<file path="config.mk">
export PLATFORM = sky130hd
export DESIGN_NAME = layer_mac_scheduler
export DESIGN_NICKNAME = d
export VERILOG_FILES = /design/src/rtl/layer_mac_scheduler.sv
export SDC_FILE = /design/constraint.sdc
export NUM_CORES = 1
export LEC_CHECK = 0
export CAP_MARGIN = 40
export CORE_AREA = 2 2 225 227
export CTS_BUF_LIST = sky130_fd_sc_hd__clkbuf_4
export CTS_CLUSTER_DIAMETER = 120
export DETAILED_ROUTE_END_ITERATION = 8
export DIE_AREA = 0 0 227 229
export MAX_ROUTING_LAYER = met4
export PLACE_DENSITY = 0.62
export SKIP_LAST_GASP = 1
export SLEW_MARGIN = 20
export SYNTH_ARGS = -nofsm -noshare
export SYNTH_HDL_FRONTEND = slang
export SYNTH_SLANG_ARGS = --single-unit
</file>
<file path="constraint.sdc">
create_clock -name clk -period 9.1 [get_ports clk]
set_input_delay 1.365 -clock clk [delete_from_list [all_inputs] [get_ports clk]]
set_output_delay 1.365 -clock clk [all_outputs]
set_load 0.05 [all_outputs]
</file>
<file path="src/rtl/layer_mac_scheduler.sv">
// layer_mac_scheduler
//   Time-multiplexed sequencer for one fully-connected layer. A single shared
//   32-bit MAC walks every neuron in turn. For each neuron it reads the bias,
//   weights and activations from synchronous memories and accumulates them in
//   Q.FRAC fixed point. It then applies ReLU, truncates to a 16-bit node value
//   and presents the result on a valid/ready port. done pulses once, after the
//   last neuron has been accepted.
//
// Ports
//   clk, reset          clock, synchronous active-high reset
//   start               begin a layer (sampled only while idle)
//   busy, done          layer in progress / one-cycle completion pulse
//   mem_rd              shared read strobe for activation/weight/bias memories
//   act_addr/act_data   activation index i, data returned one cycle later
//   w_addr/w_data       weight index n*NUM_IN+i, signed, one cycle later
//   b_addr/b_data       bias index n, signed, one cycle later
//   out_valid/out_ready result handshake
//   out_idx/out_data    neuron index and zero-extended ReLU'd result
module layer_mac_scheduler #(
  parameter int unsigned NUM_IN  = 15,
  parameter int unsigned NUM_OUT = 16,
  parameter int unsigned FRAC    = 13,
  parameter int unsigned AW_A    = 4,
  parameter int unsigned AW_W    = 8,
  parameter int unsigned AW_B    = 4
) (
  input  logic            clk,
  input  logic            reset,
  input  logic            start,
  output logic            busy,
  output logic            done,
  output logic            mem_rd,
  output logic [AW_A-1:0] act_addr,
  input  logic [31:0]     act_data,
  output logic [AW_W-1:0] w_addr,
  input  logic [31:0]     w_data,
  output logic [AW_B-1:0] b_addr,
  input  logic [31:0]     b_data,
  output logic            out_valid,
  input  logic            out_ready,
  output logic [AW_B-1:0] out_idx,
  output logic [31:0]     out_data
);

  localparam logic [2:0] S_IDLE = 3'd0;
  localparam logic [2:0] S_MAC  = 3'd1;
  localparam logic [2:0] S_LAST = 3'd2;
  localparam logic [2:0] S_EMIT = 3'd3;
  localparam logic [2:0] S_DONE = 3'd4;

  logic [2:0]      state_q, state_d;
  logic [AW_B-1:0] n_q, n_d;
  logic [AW_A-1:0] i_q, i_d;
  // Weight address runs linearly across neurons: the address after
  // n*NUM_IN+(NUM_IN-1) is (n+1)*NUM_IN+0, so no multiplier is needed.
  logic [AW_W-1:0] w_q, w_d;
  logic [31:0]     acc_q, acc_d;
  // Pipeline stage: an issue happened last cycle; its data is on the buses now.
  logic            pv_q, pv_d;
  logic            pfirst_q, pfirst_d;
  logic [31:0]     prod;

  // Low 32 bits of a product are identical for signed and unsigned operands.
  assign prod = act_data * w_data;

  always_ff @(posedge clk) begin
    if (reset) begin
      state_q  <= S_IDLE;
      n_q      <= '0;
      i_q      <= '0;
      w_q      <= '0;
      acc_q    <= '0;
      pv_q     <= 1'b0;
      pfirst_q <= 1'b0;
    end else begin
      state_q  <= state_d;
      n_q      <= n_d;
      i_q      <= i_d;
      w_q      <= w_d;
      acc_q    <= acc_d;
      pv_q     <= pv_d;
      pfirst_q <= pfirst_d;
    end
  end

  always_comb begin
    state_d  = state_q;
    n_d      = n_q;
    i_d      = i_q;
    w_d      = w_q;
    acc_d    = acc_q;
    pv_d     = 1'b0;
    pfirst_d = 1'b0;

    // The first element of each neuron seeds the accumulator with the bias.
    if (pv_q) begin
      acc_d = (pfirst_q ? b_data : acc_q) + prod;
    end

    case (state_q)
      S_IDLE: begin
        if (start) begin
          state_d = S_MAC;
          n_d     = '0;
          i_d     = '0;
          w_d     = '0;
        end
      end
      S_MAC: begin
        pv_d     = 1'b1;
        pfirst_d = (i_q == '0);
        w_d      = w_q + 1'b1;
        if (i_q == AW_A'(NUM_IN - 1)) begin
          i_d     = '0;
          state_d = S_LAST;
        end else begin
          i_d = i_q + 1'b1;
        end
      end
      S_LAST: begin
        state_d = S_EMIT;
      end
      S_EMIT: begin
        if (out_ready) begin
          if (n_q == AW_B'(NUM_OUT - 1)) begin
            state_d = S_DONE;
          end else begin
            n_d     = n_q + 1'b1;
            i_d     = '0;
            state_d = S_MAC;
          end
        end
      end
      S_DONE: begin
        state_d = S_IDLE;
      end
      default: begin
        state_d = S_IDLE;
      end
    endcase
  end

  assign busy      = (state_q != S_IDLE) && (state_q != S_DONE);
  assign done      = (state_q == S_DONE);
  assign mem_rd    = (state_q == S_MAC);
  assign act_addr  = mem_rd ? i_q : '0;
  assign w_addr    = mem_rd ? w_q : '0;
  assign b_addr    = mem_rd ? n_q : '0;
  assign out_valid = (state_q == S_EMIT);
  assign out_idx   = out_valid ? n_q : '0;
  assign out_data  = (out_valid && !acc_q[31]) ? {16'b0, acc_q[FRAC+15:FRAC]} : '0;

endmodule

</file>
== Word-level counts from Yosys, hierarchy flattened ==
Index checks and enable logic that the tools add are counted.

* Bits in registers: 53
* Logic and storage cells: 60

* $add $sub $neg: 4
* Multipliers: 1
* Equal/unequal tests: 11
* Muxes and demuxes: 22
* Bitwise operators: 1
* Reduce and logical (&&, ||, !) cells: 14

{| class="wikitable"
|+ Operator list
! kind !! count
|-
| $mux 4 || 9
|-
| $add 32x32->32 || 1
|-
| $mul 32x32->32 || 1
|-
| $mux 32 || 1
|-
| $mux 16 || 1
|-
| $mux 8 || 2
|-
| $pmux 8 s2 || 1
|-
| $mux 3 || 4
|-
| $pmux 3 s4 || 1
|-
| $pmux 4 s3 || 1
|-
| $add 4x1->4 const B || 2
|-
| $add 8x1->8 const B || 1
|-
| $eq 4x4->1 const B || 2
|-
| $pmux 4 s2 || 1
|-
| $reduce_and 4->1 || 2
|-
| $eq 3x2->1 const B || 2
|-
| $reduce_bool 3->1 || 2
|-
| $logic_not 4->1 || 1
|-
| $ne 2x1->1 const B || 2
|-
| $ne 2x2->1 const B || 2
|-
| $reduce_bool 2->1 || 2
|-
| $eq 3x1->1 const B || 1
|-
| $eq 3x3->1 const B || 1
|-
| $logic_not 3->1 || 1
|-
| other kinds (8) || 9
|}

== Depth between registers and ports, before layout ==
Gate-level depths: netlist of run 1.

* Word-level depth: 4
* Gate-level depth with buffers: 29

== Worst setup path after synthesis of run 1 ==
No wires, ideal clock.

* Path kind: input -> register
* Start point: input port w_data[2]
* End point: register acc_q[31]
* Setup time: 0.128 ns
* Arrival time: 8.127 ns
* Required time: 8.972 ns
* Path slack: 0.845 ns
* Cell stages on the path: 26
* Buffers on the path: 2
* Cell sequence: clkbuf_1 clkbuf_1 and2_1 fa_1 inv_1 fa_1 inv_1 fa_1 inv_1 fa_1 inv_1 fa_1 fa_1 fa_1 inv_1 fa_1 inv_1 ha_1 a21o_1 a21o_1 a21o_1 nor4b_1 nor3_1 or4_1 a31oi_1 nor2_1

* Longest elaborated chain between the ends: 2

{| class="wikitable"
|+ Ends and longest elaborated chain
! what !! line !! source
|-
| from (decl) || 36 || <nowiki>input logic [31:0] w_data,</nowiki>
|-
| $mul 32x32->32 || 64 || <nowiki>assign prod = act_data * w_data;</nowiki>
|-
| $add 32x32->32 || 97 || <nowiki>acc_d = (pfirst_q ? b_data : acc_q) + prod;</nowiki>
|-
| to (signal assigned) || 72 || <nowiki>acc_q <= '0;</nowiki>
|-
| to (signal assigned) || 80 || <nowiki>acc_q <= acc_d;</nowiki>
|-
| to (decl) || 57 || <nowiki>logic [31:0] acc_q, acc_d;</nowiki>
|}

No other way between the ends.
A chain may end at the register's enable or synchronous reset.

== Final worst setup path of run 1 ==
* Start point: input port w_data[0]
* End point: register acc_q[31]

The elaborated chain is that of the path after synthesis.

==> reports/metrics.cfg, run 1 <==
[outcome]
outcome=completed

[setup_path]
crit_required_ns=9.42
arrival_ns=8.89
cp-end-kind=flip-flop
path_max_fanout=18
critical_path_class=input port to flip-flop
reg2reg_slack_ns=1.25
crit_path_start_kind=input port
reg2reg_depth=25

[timing]
tns_ns=0
tightest_slew_ns=0.706
min_period_ns=8.57
fin_skew_ns=0.0182
final-max-slew-violation-count=0
fmax_ghz=0.117
slew_headroom=0.528
setup_viol=0
fin_crit_sh=0.942
rsz0062_at_grt=no
hold_viol=0

[clock_tree]
clockRootBuffer=clkbuf_4
clkLatencyLatePin_ns=0.43
clk_pin_slew_worst_paths_ns=0.20
tritoncts=done
htree_levels=2
cts.sink_count=53
postCtsHoldBufs=0
postCtsSetupBuffers=0
cts_buffers=5
clockBufferDepth=2
cts_resized=0

[place]
dpl.hpwl_um=47300
port_buffers=139
gp_congestion=0.898

[routing]
wl_um=54300
drc=0
viasPerCell=4.87
via_count=14589
drtIter0Drc=969
wl_per_cell_um=18.1
drtAntennaViolNets=0
drt_first_pass_iters=4

[global_route]
gr-usage-all-layers=0.226
grt_max_degree=61
antenna_found_initial=2
grt_overflow=0
grt_busiest_layer=met2
grt_first_pass_wirelength_um=88900
grt_pass1_vias=16070
grtUsageMet3=0.0313
use_met1=0.324
use_met2=0.350

[synthesis]
syn_inst=2203
synth_seq_cells=53
yosys_warnings=0
ys.flop_type=dfxtp_1
mappedNetlistArea_um2=19600
avgSynthCellArea_um2=8.89
yosysSeqAreaShare=0.0542
synth.distinct_cells=62
synth_edf_count=0
ys_async_sr_fraction=0

[die]
start_util=0.394
pin_count=156
die_y_um=229
die_w_um=227
coreArea_um2=49700
dieArea_um2=52000
row_count=82

[layout]
syn_to_final_growth_pct=12.6
layout_commonest_cell=inv_1
fin_nets=2986
drive_gt1_frac=0.0474
fill_cells=4934
final_cell_mix=inv_1 (507), fa_1 (438), and2_1 (325), nand2_1 (251), clkdlybuf4s50_1 (138)

[hold_path]
worstHoldPathCells=2
holdCritPathClass=flip-flop to flip-flop

[flow_run]
cap_violations=0

path summary, 6_finish.rpt:
path / start / endpoint
max: w_data[0] / acc_q[31]$_SDFFE_PP0P_
min: acc_q[10]$_SDFFE_PP0P_ / acc_q[10]$_SDFFE_PP0P_
max reg2reg: pfirst_q$_SDFF_PP0_ / acc_q[31]$_SDFFE_PP0P_
min reg2reg: acc_q[10]$_SDFFE_PP0P_ / acc_q[10]$_SDFFE_PP0P_
worst max-delay path, cell delays in order:
cell             delay [ns]
clkdlybuf4s50_1        0.75
buf_4                  0.33
nand2_1                0.13
fa_1                   0.51
inv_1                  0.05
fa_1                   0.48
fa_1                   0.54
inv_1                  0.08
fa_1                   0.54
inv_1                  0.05
ha_1                   0.26
ha_1                   0.30
fa_1                   0.51
inv_1                  0.06
fa_1                   0.48
inv_1                  0.05
ha_1                   0.33
a21o_1                 0.18
a21o_1                 0.20
a21oi_1                0.25
o22ai_1                0.16
nor4b_1                0.29
buf_4                  0.18
nor3_1                 0.05
or4_1                  0.52
a31oi_1                0.17
nor2_1                 0.05
cell usage after synthesis (all sizes together), types with 4 or more instances:
cell | n | area share
nor2b | 6 | 0.0019
a21oi | 33 | 0.0084
clkbuf | 96 | 0.018
o21ai | 13 | 0.0041
and2 | 326 | 0.10
nor2 | 58 | 0.011
dfxtp | 53 | 0.054
nand3b | 4 | 0.0015
nor3 | 10 | 0.0026
o21a | 5 | 0.0019
xnor2 | 62 | 0.028
nor3b | 4 | 0.0015
mux2i | 53 | 0.027
mux2 | 4 | 0.0023
fa | 438 | 0.45
nand2b | 4 | 0.0013
a211oi | 6 | 0.0026
ha | 129 | 0.082
inv | 507 | 0.097
or2 | 6 | 0.0019
buf | 27 | 0.0084
a21o | 24 | 0.0093
a31oi | 5 | 0.0016
nand2 | 251 | 0.048
nand3 | 14 | 0.0036
xor2 | 20 | 0.0089
cells by family (layout without fill, tap and decap cells):
logic type | count (synthesis) | after routing | share of synthesized area
xor+xnor | 84 | 84 | 0.0390
buf+inv | 631 | 733 | 0.124
fa+ha+maj | 567 | 567 | 0.530
compound gates | 110 | 110 | 0.0384
simple gates | 700 | 700 | 0.185
mux | 57 | 57 | 0.0294
flops | 53 | 53 | 0.0542
other cells | 1 | 19 | 0.000191
registers in the layout (all words and copies together) (netlist names):
| register | flops |
|---|---|
| acc_q | 32 |
| n_q | 4 |
| w_q | 8 |
| i_q | 4 |
| pv_q | 1 |
| state_q | 3 |
| pfirst_q | 1 |
layout make-up:
| type | instances | area, um^2 | area share |
|---|---|---|---|
| inverters | 508 | 1910 | 0.0864 |
| clock inverters | 3 | 28.8 | 0.00130 |
| repair buffers | 217 | 2030 | 0.0918 |
| clock buffers | 5 | 37.5 | 0.00170 |
| diodes | 3 | 7.51 | 0.000340 |
| well taps | 672 | 841 | 0.0381 |
| flip-flops and latches | 53 | 1060 | 0.0482 |
| multi-input cells | 1534 | 16100 | 0.732 |
routing by layer:
layer	wire length, um	vias to the layer above
li1	-	6613
met1	24800	7456
met2	24900	475
met3	3750	45
met4	898	0
met5	0	-
stage by stage:
step	hold slack [ns]	cell area [um^2]	setup slack, ns	std cells	utilization
3_5_place_dp	0.476	22000	0.0706	2984	0.443
4_1_cts	0.501	22100	0.517	2992	0.444
2_1_floorplan	0.447	19600	0.845	2218	-
3_3_place_gp	0.464	22000	0.131	2983	0.443
6_report	0.498	22100	0.530	2995	0.444
5_1_grt	0.515	22100	0.181	2994	0.444
Power of run 1 is left out: the tool's default activity adds up to more than one toggle a clock period on the data nets, which glitch-free logic cannot reach.
==> run 2, diff against run 1 <==
- CTS_CLUSTER_DIAMETER: 120 -> 30
==> results of run 2 <==
The final DEF is identical to that of run 1; final timing and power are the same.
Power of run 2 is left out for the same reason.
==> run 3, diff against run 2 <==
--- a/config.mk
+++ b/config.mk
@@ -6,4 +6,5 @@
 export NUM_CORES = 1
 export LEC_CHECK = 0
+export ABC_AREA = 0
 export CAP_MARGIN = 40
 export CORE_AREA = 2 2 225 227
==> constraint.sdc (replaced) <==
create_clock -name clk -period 9.1 [get_ports clk]
set_input_delay 1.365 -clock clk [delete_from_list [all_inputs] [get_ports clk]]
set_output_delay 1.365 -clock clk [all_outputs]
set_load 0.02 [all_outputs]
==> results of run 3 <==
The final DEF is identical to that of run 1; final timing and power are the same.
Power of run 3 is left out for the same reason.
